## config.mk

```make
export PLATFORM = sky130hd
export DESIGN_NAME = mem_req_initiator_flat
export DESIGN_NICKNAME = d
export VERILOG_FILES = /design/src/rtl/params_pkg.sv /design/src/rtl/mem_req_initiator_if.sv /design/src/rtl/mem_req_initiator_credit.sv /design/src/rtl/mem_req_initiator.sv /design/src/flat_wrapper.sv
export SDC_FILE = /design/constraint.sdc
export NUM_CORES = 1
export LEC_CHECK = 0
export CAP_MARGIN = 20
export CORE_UTILIZATION = 44
export DETAILED_ROUTE_END_ITERATION = 8
export PLACE_DENSITY = 0.93
export SYNTH_ARGS = -nofsm -noshare
export SYNTH_HDL_FRONTEND = slang
export SYNTH_SLANG_ARGS = --single-unit
```

## constraint.sdc

```tcl
create_clock -name clk_i -period 7.6 [get_ports clk_i]
set_input_delay 0.76 -clock clk_i [delete_from_list [all_inputs] [get_ports clk_i]]
set_output_delay 0.76 -clock clk_i [all_outputs]
set_load 0.02 [all_outputs]
```

## src/rtl/params_pkg.sv

```systemverilog
// Shared widths, access-size and arbitration types for the memory request initiator.
// MEM_RSP_TIMEOUT is the default watchdog limit used when MEM_RSP_TIMEOUT_EN is defined.
package params_pkg;

  localparam int ADDR_WIDTH      = 32;
  localparam int DATA_WIDTH      = 32;
  localparam int MEM_RSP_TIMEOUT = 32;

  typedef enum logic [0:0] {
    BYTE = 1'b0,
    WORD = 1'b1
  } access_size_t;

  typedef enum logic [1:0] {
    GNT_NONE = 2'd0,
    GNT_IF   = 2'd1,
    GNT_DM   = 2'd2
  } arb_grant_t;

endpackage

```

## src/rtl/mem_req_initiator_if.sv

```systemverilog
// Client, memory and debug signals of mem_req_initiator; master = initiator side,
// slave = the clients plus the memory model driving the initiator's inputs.
interface mem_req_initiator_if #(
  parameter int ADDR_WIDTH = params_pkg::ADDR_WIDTH,
  parameter int DATA_WIDTH = params_pkg::DATA_WIDTH
);
  import params_pkg::*;

  // A client request is taken in the cycle where its valid and ready are both high;
  // ready is a same-cycle answer to valid, so a client may drop or change its request
  // freely in any cycle where ready was low. Memory side has no backpressure at all.
  logic                  if_req_valid_i;
  logic                  if_req_ready_o;
  logic [ADDR_WIDTH-1:0] if_addr_i;
  logic                  if_rsp_valid_o;
  logic [DATA_WIDTH-1:0] if_rsp_data_o;

  logic                  dm_req_valid_i;
  logic                  dm_req_ready_o;
  logic                  dm_req_is_wr_i;
  logic [ADDR_WIDTH-1:0] dm_addr_i;
  logic [DATA_WIDTH-1:0] dm_wr_data_i;
  access_size_t          dm_access_size_i;
  logic                  dm_rsp_valid_o;
  logic [DATA_WIDTH-1:0] dm_rsp_data_o;

  logic                  mem_rd_req_valid_o;
  logic                  mem_wr_req_valid_o;
  logic                  mem_req_is_instr_o;
  logic [ADDR_WIDTH-1:0] mem_address_o;
  logic [DATA_WIDTH-1:0] mem_wr_data_o;
  access_size_t          mem_access_size_o;
  logic                  mem_data_valid_i;
  logic                  mem_data_is_instr_i;
  logic [DATA_WIDTH-1:0] mem_data_i;

  logic                  err_o;

  // Observation of the arbiter and credit state
  arb_grant_t            gnt_dbg;
  logic [7:0]            if_cnt_dbg;
  logic [7:0]            dm_cnt_dbg;
  logic [7:0]            starve_dbg;

  modport master (
    input  if_req_valid_i, if_addr_i,
    output if_req_ready_o, if_rsp_valid_o, if_rsp_data_o,
    input  dm_req_valid_i, dm_req_is_wr_i, dm_addr_i, dm_wr_data_i, dm_access_size_i,
    output dm_req_ready_o, dm_rsp_valid_o, dm_rsp_data_o,
    output mem_rd_req_valid_o, mem_wr_req_valid_o, mem_req_is_instr_o,
    output mem_address_o, mem_wr_data_o, mem_access_size_o,
    input  mem_data_valid_i, mem_data_is_instr_i, mem_data_i,
    output err_o,
    output gnt_dbg, if_cnt_dbg, dm_cnt_dbg, starve_dbg
  );

  modport slave (
    output if_req_valid_i, if_addr_i,
    input  if_req_ready_o, if_rsp_valid_o, if_rsp_data_o,
    output dm_req_valid_i, dm_req_is_wr_i, dm_addr_i, dm_wr_data_i, dm_access_size_i,
    input  dm_req_ready_o, dm_rsp_valid_o, dm_rsp_data_o,
    input  mem_rd_req_valid_o, mem_wr_req_valid_o, mem_req_is_instr_o,
    input  mem_address_o, mem_wr_data_o, mem_access_size_o,
    output mem_data_valid_i, mem_data_is_instr_i, mem_data_i,
    input  err_o,
    input  gnt_dbg, if_cnt_dbg, dm_cnt_dbg, starve_dbg
  );

endinterface

```

## src/rtl/mem_req_initiator_credit.sv

```systemverilog
// Up/down saturating counter of in-flight reads for one client, with full and zero flags.
module mem_credit_cnt #(
  parameter  int MAX_COUNT = 10,
  localparam int CW        = $clog2(MAX_COUNT + 1)
) (
  input  logic          clk_i,
  input  logic          rst_i,
  input  logic          inc_i,
  input  logic          dec_i,
  output logic [CW-1:0] count_o,
  output logic          full_o,
  output logic          zero_o
);

  logic [CW-1:0] count_d, count_q;

  // inc and dec together cancel, so a slot freed and refilled in one cycle holds the count
  always_comb begin
    count_d = count_q;
    if (inc_i && !dec_i && (count_q != CW'(MAX_COUNT))) begin
      count_d = count_q + 1'b1;
    end else if (dec_i && !inc_i && (count_q != '0)) begin
      count_d = count_q - 1'b1;
    end
  end

  always_ff @(posedge clk_i or posedge rst_i) begin
    if (rst_i) begin
      count_q <= '0;
    end else begin
      count_q <= count_d;
    end
  end

  assign count_o = count_q;
  assign full_o  = (count_q == CW'(MAX_COUNT));
  assign zero_o  = (count_q == '0);

endmodule

```

## src/rtl/mem_req_initiator.sv

```systemverilog
// Arbitrates IF and DM requests onto the single memory port and routes tagged responses back.
// Define MEM_RSP_TIMEOUT_EN to add a response watchdog that also raises err_o.
module mem_req_initiator #(
  parameter int ADDR_WIDTH      = params_pkg::ADDR_WIDTH,
  parameter int DATA_WIDTH      = params_pkg::DATA_WIDTH,
  parameter int MAX_OUTSTANDING = 10,
  parameter int STARVE_LIMIT    = 4,
  parameter int TIMEOUT_CYCLES  = params_pkg::MEM_RSP_TIMEOUT
) (
  input logic                 clk_i,
  input logic                 rst_i,
  mem_req_initiator_if.master bus
);
  import params_pkg::*;

  localparam int CW = $clog2(MAX_OUTSTANDING + 1);
  localparam int SW = $clog2(STARVE_LIMIT + 2);

  logic [CW-1:0] if_cnt, dm_cnt;
  logic          if_full, if_zero, dm_full, dm_zero;
  logic          if_rsp_in, dm_rsp_in, if_rsp_ok, dm_rsp_ok, unexpected;
  logic          if_elig, dm_elig, force_if;
  logic          wd_expire;
  arb_grant_t    gnt;

  logic [SW-1:0]         starve_d, starve_q;
  logic                  rd_d, rd_q, wr_d, wr_q, instr_d, instr_q;
  logic [ADDR_WIDTH-1:0] addr_d, addr_q;
  logic [DATA_WIDTH-1:0] wdata_d, wdata_q;
  access_size_t          size_d, size_q;
  logic                  if_rsp_v_d, if_rsp_v_q, dm_rsp_v_d, dm_rsp_v_q;
  logic [DATA_WIDTH-1:0] if_rsp_data_d, if_rsp_data_q, dm_rsp_data_d, dm_rsp_data_q;
  logic                  err_d, err_q;

  assign if_rsp_in  = bus.mem_data_valid_i &&  bus.mem_data_is_instr_i;
  assign dm_rsp_in  = bus.mem_data_valid_i && !bus.mem_data_is_instr_i;
  assign if_rsp_ok  = if_rsp_in && !if_zero;
  assign dm_rsp_ok  = dm_rsp_in && !dm_zero;
  assign unexpected = (if_rsp_in && if_zero) || (dm_rsp_in && dm_zero);

  // A response retiring a read in this cycle frees its slot for a new read in the same cycle
  assign if_elig  = !if_full || if_rsp_ok;
  assign dm_elig  = bus.dm_req_is_wr_i || !dm_full || dm_rsp_ok;
  assign force_if = (starve_q == SW'(STARVE_LIMIT)) && bus.if_req_valid_i && if_elig;

  always_comb begin
    gnt = GNT_NONE;
    if (!rst_i) begin
      if (force_if) begin
        gnt = GNT_IF;
      end else if (bus.dm_req_valid_i && dm_elig) begin
        gnt = GNT_DM;
      end else if (bus.if_req_valid_i && if_elig) begin
        gnt = GNT_IF;
      end
    end
  end

  assign bus.if_req_ready_o = (gnt == GNT_IF);
  assign bus.dm_req_ready_o = (gnt == GNT_DM);

  mem_credit_cnt #(.MAX_COUNT(MAX_OUTSTANDING)) u_if_credit (
    .clk_i   (clk_i),
    .rst_i   (rst_i),
    .inc_i   (gnt == GNT_IF),
    .dec_i   (if_rsp_ok),
    .count_o (if_cnt),
    .full_o  (if_full),
    .zero_o  (if_zero)
  );

  mem_credit_cnt #(.MAX_COUNT(MAX_OUTSTANDING)) u_dm_credit (
    .clk_i   (clk_i),
    .rst_i   (rst_i),
    .inc_i   ((gnt == GNT_DM) && !bus.dm_req_is_wr_i),
    .dec_i   (dm_rsp_ok),
    .count_o (dm_cnt),
    .full_o  (dm_full),
    .zero_o  (dm_zero)
  );

  always_comb begin
    starve_d = starve_q;
    if ((gnt == GNT_DM) && bus.if_req_valid_i) begin
      if (starve_q != SW'(STARVE_LIMIT)) begin
        starve_d = starve_q + 1'b1;
      end
    end else if ((gnt == GNT_IF) || !bus.if_req_valid_i) begin
      starve_d = '0;
    end
  end

  // Address/data/size hold their last value between issues; only the valids pulse
  always_comb begin
    rd_d    = 1'b0;
    wr_d    = 1'b0;
    instr_d = instr_q;
    addr_d  = addr_q;
    wdata_d = wdata_q;
    size_d  = size_q;
    case (gnt)
      GNT_IF: begin
        rd_d    = 1'b1;
        instr_d = 1'b1;
        addr_d  = bus.if_addr_i;
        size_d  = WORD;
      end
      GNT_DM: begin
        rd_d    = !bus.dm_req_is_wr_i;
        wr_d    = bus.dm_req_is_wr_i;
        instr_d = 1'b0;
        addr_d  = bus.dm_addr_i;
        wdata_d = bus.dm_wr_data_i;
        size_d  = bus.dm_access_size_i;
      end
      default: ;
    endcase
  end

  always_comb begin
    if_rsp_v_d    = if_rsp_ok;
    dm_rsp_v_d    = dm_rsp_ok;
    if_rsp_data_d = if_rsp_ok ? bus.mem_data_i : if_rsp_data_q;
    dm_rsp_data_d = dm_rsp_ok ? bus.mem_data_i : dm_rsp_data_q;
    err_d         = err_q || unexpected || wd_expire;
  end

`ifdef MEM_RSP_TIMEOUT_EN
  localparam int TW = $clog2(TIMEOUT_CYCLES + 1);
  logic [TW-1:0] wd_d, wd_q;

  // Any response, even a dropped one, shows the memory is alive and restarts the count
  always_comb begin
    wd_d = wd_q;
    if (bus.mem_data_valid_i || (if_zero && dm_zero)) begin
      wd_d = '0;
    end else if (wd_q != TW'(TIMEOUT_CYCLES)) begin
      wd_d = wd_q + 1'b1;
    end
    wd_expire = (wd_d == TW'(TIMEOUT_CYCLES));
  end

  always_ff @(posedge clk_i or posedge rst_i) begin
    if (rst_i) begin
      wd_q <= '0;
    end else begin
      wd_q <= wd_d;
    end
  end
`else
  // No watchdog in this build; the limit only matters when it is compiled in
  assign wd_expire = (TIMEOUT_CYCLES < 0);
`endif

  always_ff @(posedge clk_i or posedge rst_i) begin
    if (rst_i) begin
      starve_q      <= '0;
      rd_q          <= 1'b0;
      wr_q          <= 1'b0;
      instr_q       <= 1'b0;
      addr_q        <= '0;
      wdata_q       <= '0;
      size_q        <= WORD;
      if_rsp_v_q    <= 1'b0;
      dm_rsp_v_q    <= 1'b0;
      if_rsp_data_q <= '0;
      dm_rsp_data_q <= '0;
      err_q         <= 1'b0;
    end else begin
      starve_q      <= starve_d;
      rd_q          <= rd_d;
      wr_q          <= wr_d;
      instr_q       <= instr_d;
      addr_q        <= addr_d;
      wdata_q       <= wdata_d;
      size_q        <= size_d;
      if_rsp_v_q    <= if_rsp_v_d;
      dm_rsp_v_q    <= dm_rsp_v_d;
      if_rsp_data_q <= if_rsp_data_d;
      dm_rsp_data_q <= dm_rsp_data_d;
      err_q         <= err_d;
    end
  end

  assign bus.mem_rd_req_valid_o = rd_q;
  assign bus.mem_wr_req_valid_o = wr_q;
  assign bus.mem_req_is_instr_o = instr_q;
  assign bus.mem_address_o      = addr_q;
  assign bus.mem_wr_data_o      = wdata_q;
  assign bus.mem_access_size_o  = size_q;
  assign bus.if_rsp_valid_o     = if_rsp_v_q;
  assign bus.if_rsp_data_o      = if_rsp_data_q;
  assign bus.dm_rsp_valid_o     = dm_rsp_v_q;
  assign bus.dm_rsp_data_o      = dm_rsp_data_q;
  assign bus.err_o              = err_q;

  assign bus.gnt_dbg    = gnt;
  assign bus.if_cnt_dbg = 8'(if_cnt);
  assign bus.dm_cnt_dbg = 8'(dm_cnt);
  assign bus.starve_dbg = 8'(starve_q);

endmodule

```

## src/flat_wrapper.sv

```systemverilog
// flat-port wrapper written by rule: the top's interface ports become plain ports
module mem_req_initiator_flat import params_pkg::*;
#(
  parameter int ADDR_WIDTH      = params_pkg::ADDR_WIDTH,
  parameter int DATA_WIDTH      = params_pkg::DATA_WIDTH,
  parameter int MAX_OUTSTANDING = 10,
  parameter int STARVE_LIMIT    = 4,
  parameter int TIMEOUT_CYCLES  = params_pkg::MEM_RSP_TIMEOUT
)
  (clk_i, rst_i, bus_if_req_valid_i, bus_if_addr_i, bus_if_req_ready_o, bus_if_rsp_valid_o, bus_if_rsp_data_o, bus_dm_req_valid_i, bus_dm_req_is_wr_i, bus_dm_addr_i, bus_dm_wr_data_i, bus_dm_access_size_i, bus_dm_req_ready_o, bus_dm_rsp_valid_o, bus_dm_rsp_data_o, bus_mem_rd_req_valid_o, bus_mem_wr_req_valid_o, bus_mem_req_is_instr_o, bus_mem_address_o, bus_mem_wr_data_o, bus_mem_access_size_o, bus_mem_data_valid_i, bus_mem_data_is_instr_i, bus_mem_data_i, bus_err_o, bus_gnt_dbg, bus_if_cnt_dbg, bus_dm_cnt_dbg, bus_starve_dbg);
  mem_req_initiator_if #(.ADDR_WIDTH(ADDR_WIDTH), .DATA_WIDTH(DATA_WIDTH)) bus_i ();
  input logic clk_i;
  input logic rst_i;
  input wire logic [$bits(bus_i.if_req_valid_i)-1:0] bus_if_req_valid_i;
  input wire logic [$bits(bus_i.if_addr_i)-1:0] bus_if_addr_i;
  output wire logic [$bits(bus_i.if_req_ready_o)-1:0] bus_if_req_ready_o;
  output wire logic [$bits(bus_i.if_rsp_valid_o)-1:0] bus_if_rsp_valid_o;
  output wire logic [$bits(bus_i.if_rsp_data_o)-1:0] bus_if_rsp_data_o;
  input wire logic [$bits(bus_i.dm_req_valid_i)-1:0] bus_dm_req_valid_i;
  input wire logic [$bits(bus_i.dm_req_is_wr_i)-1:0] bus_dm_req_is_wr_i;
  input wire logic [$bits(bus_i.dm_addr_i)-1:0] bus_dm_addr_i;
  input wire logic [$bits(bus_i.dm_wr_data_i)-1:0] bus_dm_wr_data_i;
  input wire logic [$bits(bus_i.dm_access_size_i)-1:0] bus_dm_access_size_i;
  output wire logic [$bits(bus_i.dm_req_ready_o)-1:0] bus_dm_req_ready_o;
  output wire logic [$bits(bus_i.dm_rsp_valid_o)-1:0] bus_dm_rsp_valid_o;
  output wire logic [$bits(bus_i.dm_rsp_data_o)-1:0] bus_dm_rsp_data_o;
  output wire logic [$bits(bus_i.mem_rd_req_valid_o)-1:0] bus_mem_rd_req_valid_o;
  output wire logic [$bits(bus_i.mem_wr_req_valid_o)-1:0] bus_mem_wr_req_valid_o;
  output wire logic [$bits(bus_i.mem_req_is_instr_o)-1:0] bus_mem_req_is_instr_o;
  output wire logic [$bits(bus_i.mem_address_o)-1:0] bus_mem_address_o;
  output wire logic [$bits(bus_i.mem_wr_data_o)-1:0] bus_mem_wr_data_o;
  output wire logic [$bits(bus_i.mem_access_size_o)-1:0] bus_mem_access_size_o;
  input wire logic [$bits(bus_i.mem_data_valid_i)-1:0] bus_mem_data_valid_i;
  input wire logic [$bits(bus_i.mem_data_is_instr_i)-1:0] bus_mem_data_is_instr_i;
  input wire logic [$bits(bus_i.mem_data_i)-1:0] bus_mem_data_i;
  output wire logic [$bits(bus_i.err_o)-1:0] bus_err_o;
  output wire logic [$bits(bus_i.gnt_dbg)-1:0] bus_gnt_dbg;
  output wire logic [$bits(bus_i.if_cnt_dbg)-1:0] bus_if_cnt_dbg;
  output wire logic [$bits(bus_i.dm_cnt_dbg)-1:0] bus_dm_cnt_dbg;
  output wire logic [$bits(bus_i.starve_dbg)-1:0] bus_starve_dbg;
  assign bus_i.if_req_valid_i = bus_if_req_valid_i;
  assign bus_i.if_addr_i = bus_if_addr_i;
  assign bus_if_req_ready_o = bus_i.if_req_ready_o;
  assign bus_if_rsp_valid_o = bus_i.if_rsp_valid_o;
  assign bus_if_rsp_data_o = bus_i.if_rsp_data_o;
  assign bus_i.dm_req_valid_i = bus_dm_req_valid_i;
  assign bus_i.dm_req_is_wr_i = bus_dm_req_is_wr_i;
  assign bus_i.dm_addr_i = bus_dm_addr_i;
  assign bus_i.dm_wr_data_i = bus_dm_wr_data_i;
  assign bus_i.dm_access_size_i = bus_dm_access_size_i;
  assign bus_dm_req_ready_o = bus_i.dm_req_ready_o;
  assign bus_dm_rsp_valid_o = bus_i.dm_rsp_valid_o;
  assign bus_dm_rsp_data_o = bus_i.dm_rsp_data_o;
  assign bus_mem_rd_req_valid_o = bus_i.mem_rd_req_valid_o;
  assign bus_mem_wr_req_valid_o = bus_i.mem_wr_req_valid_o;
  assign bus_mem_req_is_instr_o = bus_i.mem_req_is_instr_o;
  assign bus_mem_address_o = bus_i.mem_address_o;
  assign bus_mem_wr_data_o = bus_i.mem_wr_data_o;
  assign bus_mem_access_size_o = bus_i.mem_access_size_o;
  assign bus_i.mem_data_valid_i = bus_mem_data_valid_i;
  assign bus_i.mem_data_is_instr_i = bus_mem_data_is_instr_i;
  assign bus_i.mem_data_i = bus_mem_data_i;
  assign bus_err_o = bus_i.err_o;
  assign bus_gnt_dbg = bus_i.gnt_dbg;
  assign bus_if_cnt_dbg = bus_i.if_cnt_dbg;
  assign bus_dm_cnt_dbg = bus_i.dm_cnt_dbg;
  assign bus_starve_dbg = bus_i.starve_dbg;
  mem_req_initiator #(.ADDR_WIDTH(ADDR_WIDTH), .DATA_WIDTH(DATA_WIDTH), .MAX_OUTSTANDING(MAX_OUTSTANDING), .STARVE_LIMIT(STARVE_LIMIT), .TIMEOUT_CYCLES(TIMEOUT_CYCLES)) u_core (.clk_i(clk_i), .rst_i(rst_i), .bus(bus_i));
endmodule
```

==> results_dict.tcl, run 1 <==
set metrics [dict create \
    cts_buffers 17 \
    r2r-start "u_core.u_dm_credit.count_o[0]$_DFFE_PP0P_" \
    drtPass1Iterations 4 \
    swShare_pct 34.2 \
    cts_hold_buf 0 \
    cp_cell_sequence "clkdlybuf4s50_1, nand2b_1, nor2_4, o31ai_1, nor3_1, ha_4, clkdlybuf4s50_1" \
    post_cts_resized 0 \
    power_mw 3.15 \
    synthCells 452 \
    ir_drop_mv 0.150 \
    ios 299 \
    dieArea_mm2 0.0145 \
    pre_cts_slack_ns 2.73 \
    cts_tree "done" \
    placementRows 42 \
    vias_per_cell 5.03 \
    hpwlAfterDp_um 12000 \
    crit_path_start_kind "input port" \
    area_growth_pct 56.9 \
    setup_violations 0 \
    totalWireLength_um 16200 \
    synth_warnings 0 \
    wl_per_cell_um 17.5 \
    final_layout_size_suffix_gt1_share_pct 18.8 \
    overflow 0 \
    cts_max_level 4 \
    grt_max_degree 88 \
    cts_num_sinks 146 \
    fillers 866 \
    cp_top_family "simple AND/OR/NAND/NOR gates" \
    synth_seq_area_share_pct 59.3 \
    antenna_found_initial 0 \
    powerDensity_mw_per_mm2 326 \
    clk_latency_ns 0.42 \
    p_sw_mw 1.08 \
    synth-async-reset-ratio_pct 100 \
    die_w_um 120 \
    crit_arrival_ns 3.91 \
    initial_core_util_pct 45.8 \
    maxCapViolations 0 \
    crit_type "input port to output port" \
    synth_seq_cells 146 \
    critPathMostFrequentCell "clkdlybuf4s50_1" \
    route.detailed.drc 0 \
    p_comb_share_pct 39.4 \
    leakage_nw 4.01 \
    final-max-slew-violation-count 0 \
    synth_edf_count 0 \
    power.internal_mw 2.07 \
    crit_path_top_delay_cell "nor2_4" \
    crit_start "bus_mem_data_is_instr_i" \
    setup_slack_ns 2.93 \
    cts_buffer_depth 2 \
    cp-end-kind "output port" \
    die_height_um 120 \
    diodes 0 \
    gp_congestion 0.767 \
    antenna_left 0 \
    critPathRequiredTime_ns 6.84 \
    nNetsFinal 882 \
    avgSynthCellArea_um2 13.6 \
    tightest_slew_ns 1.01 \
    yosys.cell_types.count 36 \
    cts_root_buf "clkbuf_16" \
    synthesis.area_mm2 0.00616 \
    grt_first_pass_wirelength_um 25600 \
    skew_ns 0.0110 \
    finalHoldViolCount 0 \
    slew_headroom_pct 32.7 \
    grt_pass1_vias 5061 \
    slowest_delay_ns 0.78 \
    rsz0062_at_grt "no" \
    crit_buf_inv 2 \
    setup_tns_ns 0 \
    post_cts_buffers 0 \
    core_area_mm2 0.0135 \
    ys.flop_type "dfrtp_1" \
    io_buffers 285 \
    outcome "completed" \
    p_clk_share_pct 23.7 \
    grt_usage_pct 23.2 \
    cts.clk_slew.worst_paths_ns 0.06 \
    cp_max_fo 35 \
    num_vias 4654 \
    hp-class "register to register" \
    max_freq_ghz 0.214 \
    seq_power_share_pct 36.9 \
    hold_start "u_core.bus.mem_address_o[22]$_DFFE_PP0P_" \
    finalCritPeriodShare_pct 61.4 \
    min_period_ns 4.67 \
    detail_route.iter0.violations 145 \
]
placed cells by master, fill, tap and decap left out, types with 3 or more instances in the layout:
cell type / synthesis / layout
conb_1: 1 / 13
clkinvlp_4: 0 / 5
o21ai_0: 34 / 34
nor2_1: 5 / 4
clkinv_2: 0 / 5
nor2b_1: 3 / 3
mux2i_1: 36 / 36
nor3_1: 5 / 5
dfrtp_1: 145 / 145
clkdlybuf4s50_1: 0 / 285
xor2_1: 4 / 4
mux2_2: 101 / 101
a21oi_1: 6 / 6
nand2_1: 35 / 35
clkbuf_16: 0 / 17
xnor2_1: 3 / 3
ha_1: 8 / 7
inv_1: 8 / 7
sequential cells by signal, summed over array words and instances (netlist names):
name	count
u_core.bus.if_rsp_data_o	32
u_core.bus.mem_rd_req_valid_o	1
u_core.bus.mem_req_is_instr_o	1
u_core.bus.mem_access_size_o	1
u_core.u_dm_credit.count_o	4
u_core.bus.mem_address_o	32
u_core.bus.mem_wr_req_valid_o	1
u_core.bus.mem_wr_data_o	32
u_core.bus.dm_rsp_valid_o	1
u_core.bus.dm_rsp_data_o	32
u_core.starve_q	3
u_core.bus.err_o	1
u_core.bus.if_rsp_valid_o	1
u_core.u_if_credit.count_o	4
worst register-to-register path: stages (launching register included):
cell	delay, ns
dfrtp_1	0.51
nor4_4	0.12
nor2_4	0.79
o31ai_1	0.19
nor3_1	0.41
ha_4	0.35
nor2b_1	0.27
o211a_1	0.23
inv_1	0.09
ha_1	0.27
a21o_1	0.19
a21oi_1	0.17
mux2i_1	0.25
xnor2_1	0.15
area by class of cell:
class	count	area [um2]	share of cell area, %
timing repair buffer	287	2870	29.7
clock inverter	13	88.8	0.919
tap	176	220	2.28
multi-input combinational	276	2360	24.4
inverter	8	35.0	0.362
clock buffer	19	443	4.58
sequential	146	3650	37.8
cells by family after synthesis:
kind of cell               Yosys count  synth area share [%]
xor gates and xnor gates             7                 0.995
DFF                                146                  59.3
AOI/OAI and AO/OA                   49                  4.43
buffers and inverters               42                  3.55
other                                1                0.0608
and+or+nand+nor                     60                  5.10
adders and majority gates           10                  2.27
muxes                              137                  24.3
metal layers:
layer / up-vias / GRT usage (%) / share of wire (%)
met5: - / 0 / 0
li1: 2129 / - / -
met3: 37 / 7.88 / 7.7
met1: 2274 / 24.3 / 36
met2: 214 / 41.8 / 53
met4: 0 / 10.6 / 3.3
synth_stat cells, types with 2 or more instances:
| cell type | number | share of area [%] |
|---|---|---|
| dfrtp_1 | 145 | 59 |
| mux2_2 | 101 | 18 |
| mux2i_1 | 36 | 5.8 |
| nand2_1 | 35 | 2.1 |
| o21ai_0 | 34 | 2.8 |
| buf_4 | 13 | 1.6 |
| buf_2 | 10 | 0.81 |
| clkbuf_1 | 8 | 0.49 |
| ha_1 | 8 | 1.6 |
| inv_1 | 8 | 0.49 |
| a21oi_1 | 6 | 0.49 |
| nor2_1 | 5 | 0.30 |
| nor3_1 | 5 | 0.41 |
| xor2_1 | 4 | 0.57 |
| buf_1 | 3 | 0.18 |
| nor2b_1 | 3 | 0.30 |
| xnor2_1 | 3 | 0.43 |
| a21o_1 | 2 | 0.24 |
| and2_1 | 2 | 0.20 |
| fa_1 | 2 | 0.65 |
| nand4bb_1 | 2 | 0.37 |
| nor4_4 | 2 | 0.69 |
| or3_1 | 2 | 0.20 |
stage by stage:
step / cells / util, % / instance area [um2] / hold slack [ns]
after floorplan: 464 / - / 6210 / 0.498
after global placement: 893 / 67.9 / 9140 / 0.457
after detailed placement: 893 / 67.9 / 9140 / 0.473
after CTS: 925 / 71.9 / 9670 / 0.488
after global routing: 925 / 71.9 / 9670 / 0.494
final: 925 / 71.9 / 9670 / 0.489
power by group through the flow:
stage | sequential, mW | combinational, mW | clock [mW]
2_1_floorplan | 1.42 | 0.347 | 0
5_1_grt | 1.19 | 1.31 | 0.797
3_5_place_dp | 1.17 | 1.25 | 0
4_1_cts | 1.16 | 1.25 | 0.759
3_3_place_gp | 1.16 | 1.21 | 0
6_report | 1.16 | 1.24 | 0.747
final timing paths:
| check | end | slack [ns] | cells after the start |
|---|---|---|---|
| setup / recovery | bus_dm_req_ready_o | 2.93 | 7 |
| hold / removal | u_core.bus.mem_address_o[22]$_DFFE_PP0P_ | 0.49 | 2 |
| hold reg to reg | u_core.bus.mem_address_o[22]$_DFFE_PP0P_ | 0.49 | 2 |
| max in group asynchronous | u_core.bus.dm_rsp_data_o[29]$_DFFE_PP0P_ | 5.39 | 3 |
| min in group asynchronous | u_core.bus.mem_rd_req_valid_o$_DFF_PP0_ | 0.97 | 2 |
| setup reg to reg | u_core.u_dm_credit.count_o[3]$_DFFE_PP0P_ | 3.54 | 13 |
No activity file was read; power rests on OpenSTA's default activity.
==> inputs of run 2 (changes only) <==
--- a/config.mk
+++ b/config.mk
@@ -6,9 +6,9 @@
 export NUM_CORES = 1
 export LEC_CHECK = 0
 export CAP_MARGIN = 20
-export CORE_UTILIZATION = 44
+export CORE_UTILIZATION = 37
 export DETAILED_ROUTE_END_ITERATION = 8
-export PLACE_DENSITY = 0.93
+export PLACE_DENSITY = 0.84
 export SYNTH_ARGS = -nofsm -noshare
 export SYNTH_HDL_FRONTEND = slang
 export SYNTH_SLANG_ARGS = --single-unit
==> constraint.sdc (replaced) <==
create_clock -name clk_i -period 4.08 [get_ports clk_i]
set_input_delay 0.408 -clock clk_i [delete_from_list [all_inputs] [get_ports clk_i]]
set_output_delay 0.408 -clock clk_i [all_outputs]
set_load 0.02 [all_outputs]
==> run 2 against run 1 <==
- die area grew 19%
- flip-flop and latch count is the same
- clock power rose by 110%
- power grew 92%
- count of clock-buffer cells in the layout rose by 3
- via count is 2.6% lower
- highest routed layer unchanged
==> results_dict.tcl, run 2 (synthesis gave the netlist of run 1 again) <==
set metrics [dict create \
    cts_tree "done" \
    placedCellCount 934 \
    hp-class "register to register" \
    die_w_um 131 \
    post_cts_buffers 0 \
    cts_buffers 17 \
    powerDensity_mw_per_mm2 617 \
    tightest_slew_ns 1.04 \
    io_buffers 285 \
    wl_per_cell_um 16.7 \
    cts_root_buf "clkbuf_16" \
    hold_depth 2 \
    r2r-start "u_core.u_dm_credit.count_o[0]$_DFFE_PP0P_" \
    ios 299 \
    crit_path_start_kind "register" \
    drtPass1Iterations 4 \
    ir_drop_mv 0.319 \
    vias_per_cell 4.70 \
    route.detailed.drc 0 \
    cp-end-kind "output port" \
    crit_start "u_core.u_dm_credit.count_o[0]$_DFFE_PP0P_" \
    clk_latency_ns 0.42 \
    diodes 0 \
    grt_max_degree 147 \
    totalWireLength_um 16100 \
    antenna_left 0 \
    final-max-slew-violation-count 0 \
    final_cells 965 \
    timing.rr.end "u_core.u_if_credit.count_o[3]$_DFFE_PP0P_" \
    outcome "completed" \
    final_layout_size_suffix_gt1_share_pct 18.7 \
    finalCritPeriodShare_pct 85.7 \
    placementRows 46 \
    core_area_mm2 0.0161 \
    leakage_nw 4.06 \
    detail_route.iter0.violations 166 \
    final_common_cell "clkdlybuf4s50_1" \
    rsz0062_at_grt "no" \
    cts_num_sinks 146 \
    final_cell_mix "clkdlybuf4s50_1, dfrtp_1, mux2_2" \
    post_cts_resized 0 \
    crit_arrival_ns 3.09 \
    overflow 0 \
    cts_max_level 4 \
    cts_hold_buf 0 \
    gp_congestion 0.802 \
    initial_core_util_pct 38.4 \
    slew_headroom_pct 30.2 \
    rrSetupSlack_ns 0.69 \
    worstRegToRegCells 11 \
    grt_first_pass_wirelength_um 24200 \
    skew_ns 0.0103 \
    setup_tns_ns 0 \
    grt_pass1_vias 4776 \
    die_height_um 131 \
    num_vias 4531 \
    cts.clk_slew.worst_paths_ns 0.06 \
    nNetsFinal 883 \
    cp_max_fo 7 \
    max_freq_ghz 0.286 \
    dieArea_mm2 0.0172 \
    maxCapViolations 0 \
    finalHoldViolCount 0 \
    hpwlAfterDp_um 11900 \
    antenna_found_initial 0 \
    hold_start "u_core.bus.mem_access_size_o$_DFFE_PP1P_" \
    min_period_ns 3.50 \
    critPathRequiredTime_ns 3.67 \
    area_growth_pct 59.2 \
    holdPathEnd "u_core.bus.mem_access_size_o$_DFFE_PP1P_" \
    cts_buffer_depth 2 \
    crit_type "register to output port" \
    setup_violations 0 \
    grt_usage_pct 18.7 \
]
## run 2: cell count changes in the layout (fill, tap and decap cells not counted)
cell	change
clkinv_2	-2
buf_12	+1
clkbuf_1	+1
clkbuf_8	+2
clkinvlp_4	-3
bufinv_16	+3
inv_6	-2
## run 2: power by group
part           switching, mW  internal, mW  total [mW]
combinational           1.09          1.21        2.30
clock                  0.587          1.01        1.59
sequential             0.295          1.86        2.16
## run 2: worst max-delay path, stage by stage, from the launching register on
cell             delay [ns]
dfrtp_1                0.48
nor4_4                 0.44
nor2_4                 0.08
o31a_1                 0.30
a211oi_1               0.32
ha_1                   0.36
clkdlybuf4s50_1        0.69
## run 2: per-stage QoR
stage               total power [mW]  setup WS, ns  instance area, um2  hold WS [ns]  util [%]
floorplan                       3.30         0.282                6210         0.498         -
finish                          6.05         0.583                9810         0.473      61.1
CTS                             6.12         0.562                9810         0.477      61.1
global placement                4.42         0.627                9210         0.453      57.3
detailed placement              4.51         0.496                9210         0.467      57.3
global route                    6.35         0.299                9810         0.506      61.1
## run 2: layout make-up
cell class	instances	area [um2]
Fill cell	1234	6250
Sequential cell	146	3650
Clock buffer	22	474
Tap cell	216	270
Inverter	8	33.8
Multi-Input combinational cell	276	2360
Clock inverter	9	130
Timing Repair Buffer	288	2890
## run 2: worst max-delay path by stage
stage                                           endpoint  slack (ns)  depth (start not counted)
6_report                              bus_if_req_ready_o        0.58                          6
5_1_grt        u_core.u_dm_credit.count_o[3]$_DFFE_PP0P_        0.30                         13
4_1_cts                               bus_if_req_ready_o        0.56                          6
3_5_place_dp   u_core.u_dm_credit.count_o[3]$_DFFE_PP0P_        0.50                         14
3_3_place_gp   u_core.u_if_credit.count_o[3]$_DFFE_PP0P_        0.63                         12
2_1_floorplan  u_core.u_if_credit.count_o[3]$_DFFE_PP0P_        0.28                         11
## run 2: per-layer routing
metal  vias to the layer above  part of all wire (%)  global-route usage, %
met5                         -                     0                      0
met4                         0                   1.2                   6.42
met3                        16                   6.7                   5.52
met2                       159                    55                   35.0
met1                      2234                    37                   19.9
li1                       2122                     -                      -
==> inputs of run 3 (changes only) <==
--- a/config.mk
+++ b/config.mk
@@ -7,8 +7,9 @@
 export LEC_CHECK = 0
 export CAP_MARGIN = 20
 export CORE_UTILIZATION = 37
+export CTS_CLUSTER_SIZE = 14
 export DETAILED_ROUTE_END_ITERATION = 8
-export PLACE_DENSITY = 0.84
+export PLACE_DENSITY_LB_ADDON = 0.25
 export SYNTH_ARGS = -nofsm -noshare
 export SYNTH_HDL_FRONTEND = slang
 export SYNTH_SLANG_ARGS = --single-unit
==> run 3 against run 2 <==
- flip-flop and latch count unchanged
- clock skew fell by 0.0012 ns
- critical path depth did not move
- cell area grew 0.11%
- power is 1.2% lower
- count of clock-buffer cells in the layout unchanged
- global-route usage is 0.35 points higher
- critical endpoint unchanged
==> results_dict.tcl, run 3 (synthesis gave the netlist of run 1 again) <==
set metrics [dict create \
    outcome "completed" \
    antenna_found_initial 0 \
    hp-class "input port to asynchronous set/reset pin" \
    final-max-slew-violation-count 0 \
    gp_congestion 0.772 \
    slew_headroom_pct 31.5 \
    grt_max_degree 81 \
    cp_top_family "buffers and inverters" \
    tightest_slew_ns 1.02 \
    leakage_nw 4.07 \
    wl_per_cell_um 16.6 \
    placedCellCount 935 \
    grt_usage_pct 19.1 \
    hpwlAfterDp_um 11900 \
    fillers 1261 \
    drtPass1Iterations 4 \
    ir_drop_mv 0.303 \
    die_w_um 131 \
    diodes 0 \
    cts_max_level 4 \
    final_cell_area_mm2 0.00982 \
    cts_hold_buf 0 \
    cts_num_sinks 146 \
    cts.clk_slew.worst_paths_ns 0.06 \
    antenna_left 0 \
    crit_arrival_ns 3.13 \
    totalWireLength_um 16000 \
    final_layout_size_suffix_gt1_share_pct 19.0 \
    cts_buffer_depth 2 \
    core_area_mm2 0.0161 \
    clk_latency_ns 0.42 \
    detail_route.iter0.violations 122 \
    placementRows 46 \
    dr_wl_met2_um 8750 \
    ios 299 \
    highest_layer "met4" \
    finalCritPeriodShare_pct 86.7 \
    place_area_mm2 0.00921 \
    crit_path_start_kind "register" \
    vias_per_cell 4.71 \
    min_period_ns 3.54 \
    setup_violations 0 \
    cp_cell_sequence "nor4_4, nor2_4, o31a_1, a211oi_1, ha_1, clkdlybuf4s50_1" \
    num_vias 4557 \
    cts_root_buf "clkbuf_16" \
    final_cells 967 \
    finalHoldViolCount 0 \
    skew_ns 0.00903 \
    rsz0062_at_grt "no" \
    io_buffers 285 \
    route.detailed.drc 0 \
    cts_buffers 17 \
    overflow 0 \
    final_cell_mix "clkdlybuf4s50_1, dfrtp_1, mux2_2" \
    cts_tree "done" \
    critPathRequiredTime_ns 3.67 \
    initial_core_util_pct 38.4 \
    slowest_delay_ns 0.71 \
    post_cts_resized 0 \
    crit_buf_inv 1 \
    drt-met1-wl_um 5970 \
    crit_path_top_delay_cell "clkdlybuf4s50_1" \
    cp_max_fo 7 \
    grt_first_pass_wirelength_um 24300 \
    die_height_um 131 \
    dieArea_mm2 0.0172 \
    nNetsFinal 885 \
    maxCapViolations 0 \
    grt_pass1_vias 4770 \
    post_cts_buffers 0 \
    crit_type "register to output port" \
    setup_tns_ns 0 \
    routed-wl-met3_um 969 \
    max_freq_ghz 0.283 \
    cp-end-kind "output port" \
    area_growth_pct 59.4 \
    final_common_cell "clkdlybuf4s50_1" \
    powerDensity_mw_per_mm2 609 \
]
## run 3: path summary, 6_finish.rpt
| check | to | from | slack (ns) | depth (start not counted) |
|---|---|---|---|---|
| setup / recovery | bus_if_req_ready_o | u_core.u_dm_credit.count_o[0]$_DFFE_PP0P_ | 0.54 | 6 |
| hold / removal | u_core.bus.mem_wr_data_o[24]$_DFFE_PP0P_ | rst_i | 0.44 | 2 |
| setup reg to reg | u_core.u_if_credit.count_o[3]$_DFFE_PP0P_ | u_core.u_dm_credit.count_o[0]$_DFFE_PP0P_ | 0.62 | 11 |
| hold reg to reg | u_core.bus.mem_access_size_o$_DFFE_PP1P_ | u_core.bus.mem_access_size_o$_DFFE_PP1P_ | 0.47 | 2 |
| max in group asynchronous | u_core.bus.dm_rsp_data_o[0]$_DFFE_PP0P_ | rst_i | 2.65 | 4 |
| min in group clk_i | u_core.bus.mem_access_size_o$_DFFE_PP1P_ | u_core.bus.mem_access_size_o$_DFFE_PP1P_ | 0.47 | 2 |
## run 3: metal layers
| metal | vias up | global-route usage [%] |
|---|---|---|
| met5 | - | 0 |
| met4 | 0 | 7.98 |
| met3 | 22 | 5.19 |
| met2 | 169 | 34.8 |
| met1 | 2241 | 20.7 |
| li1 | 2125 | - |
## run 3: final cells by class
| type | instances | area (um2) | area share (%) |
|---|---|---|---|
| sequential | 146 | 3650 | 37.2 |
| timing repair buffer | 290 | 2920 | 29.7 |
| multi-input combinational | 276 | 2360 | 24.0 |
| clock buffer | 22 | 484 | 4.93 |
| tap | 216 | 270 | 2.75 |
| clock inverter | 9 | 104 | 1.06 |
| inverter | 8 | 33.8 | 0.344 |
## run 3: metrics by stage
stage                     hold WS [ns]  utilization (%)  setup slack, ns  total power [mW]
final                            0.441             61.2            0.543              5.98
after global routing             0.470             61.2            0.383              6.30
after CTS                        0.472             61.0            0.523              6.06
after detailed placement         0.463             57.4            0.400              4.50
after global placement           0.454             57.4            0.616              4.43
after floorplan                  0.498                -            0.282              3.30
## run 3: report_power, final
part	switching, mW	internal (mW)	total (mW)	leakage, nW
Combinational	1.10	1.21	2.31	2.04
Sequential	0.281	1.86	2.14	1.74
Clock	0.573	0.959	1.53	0.288
Total	1.95	4.03	5.98	4.07
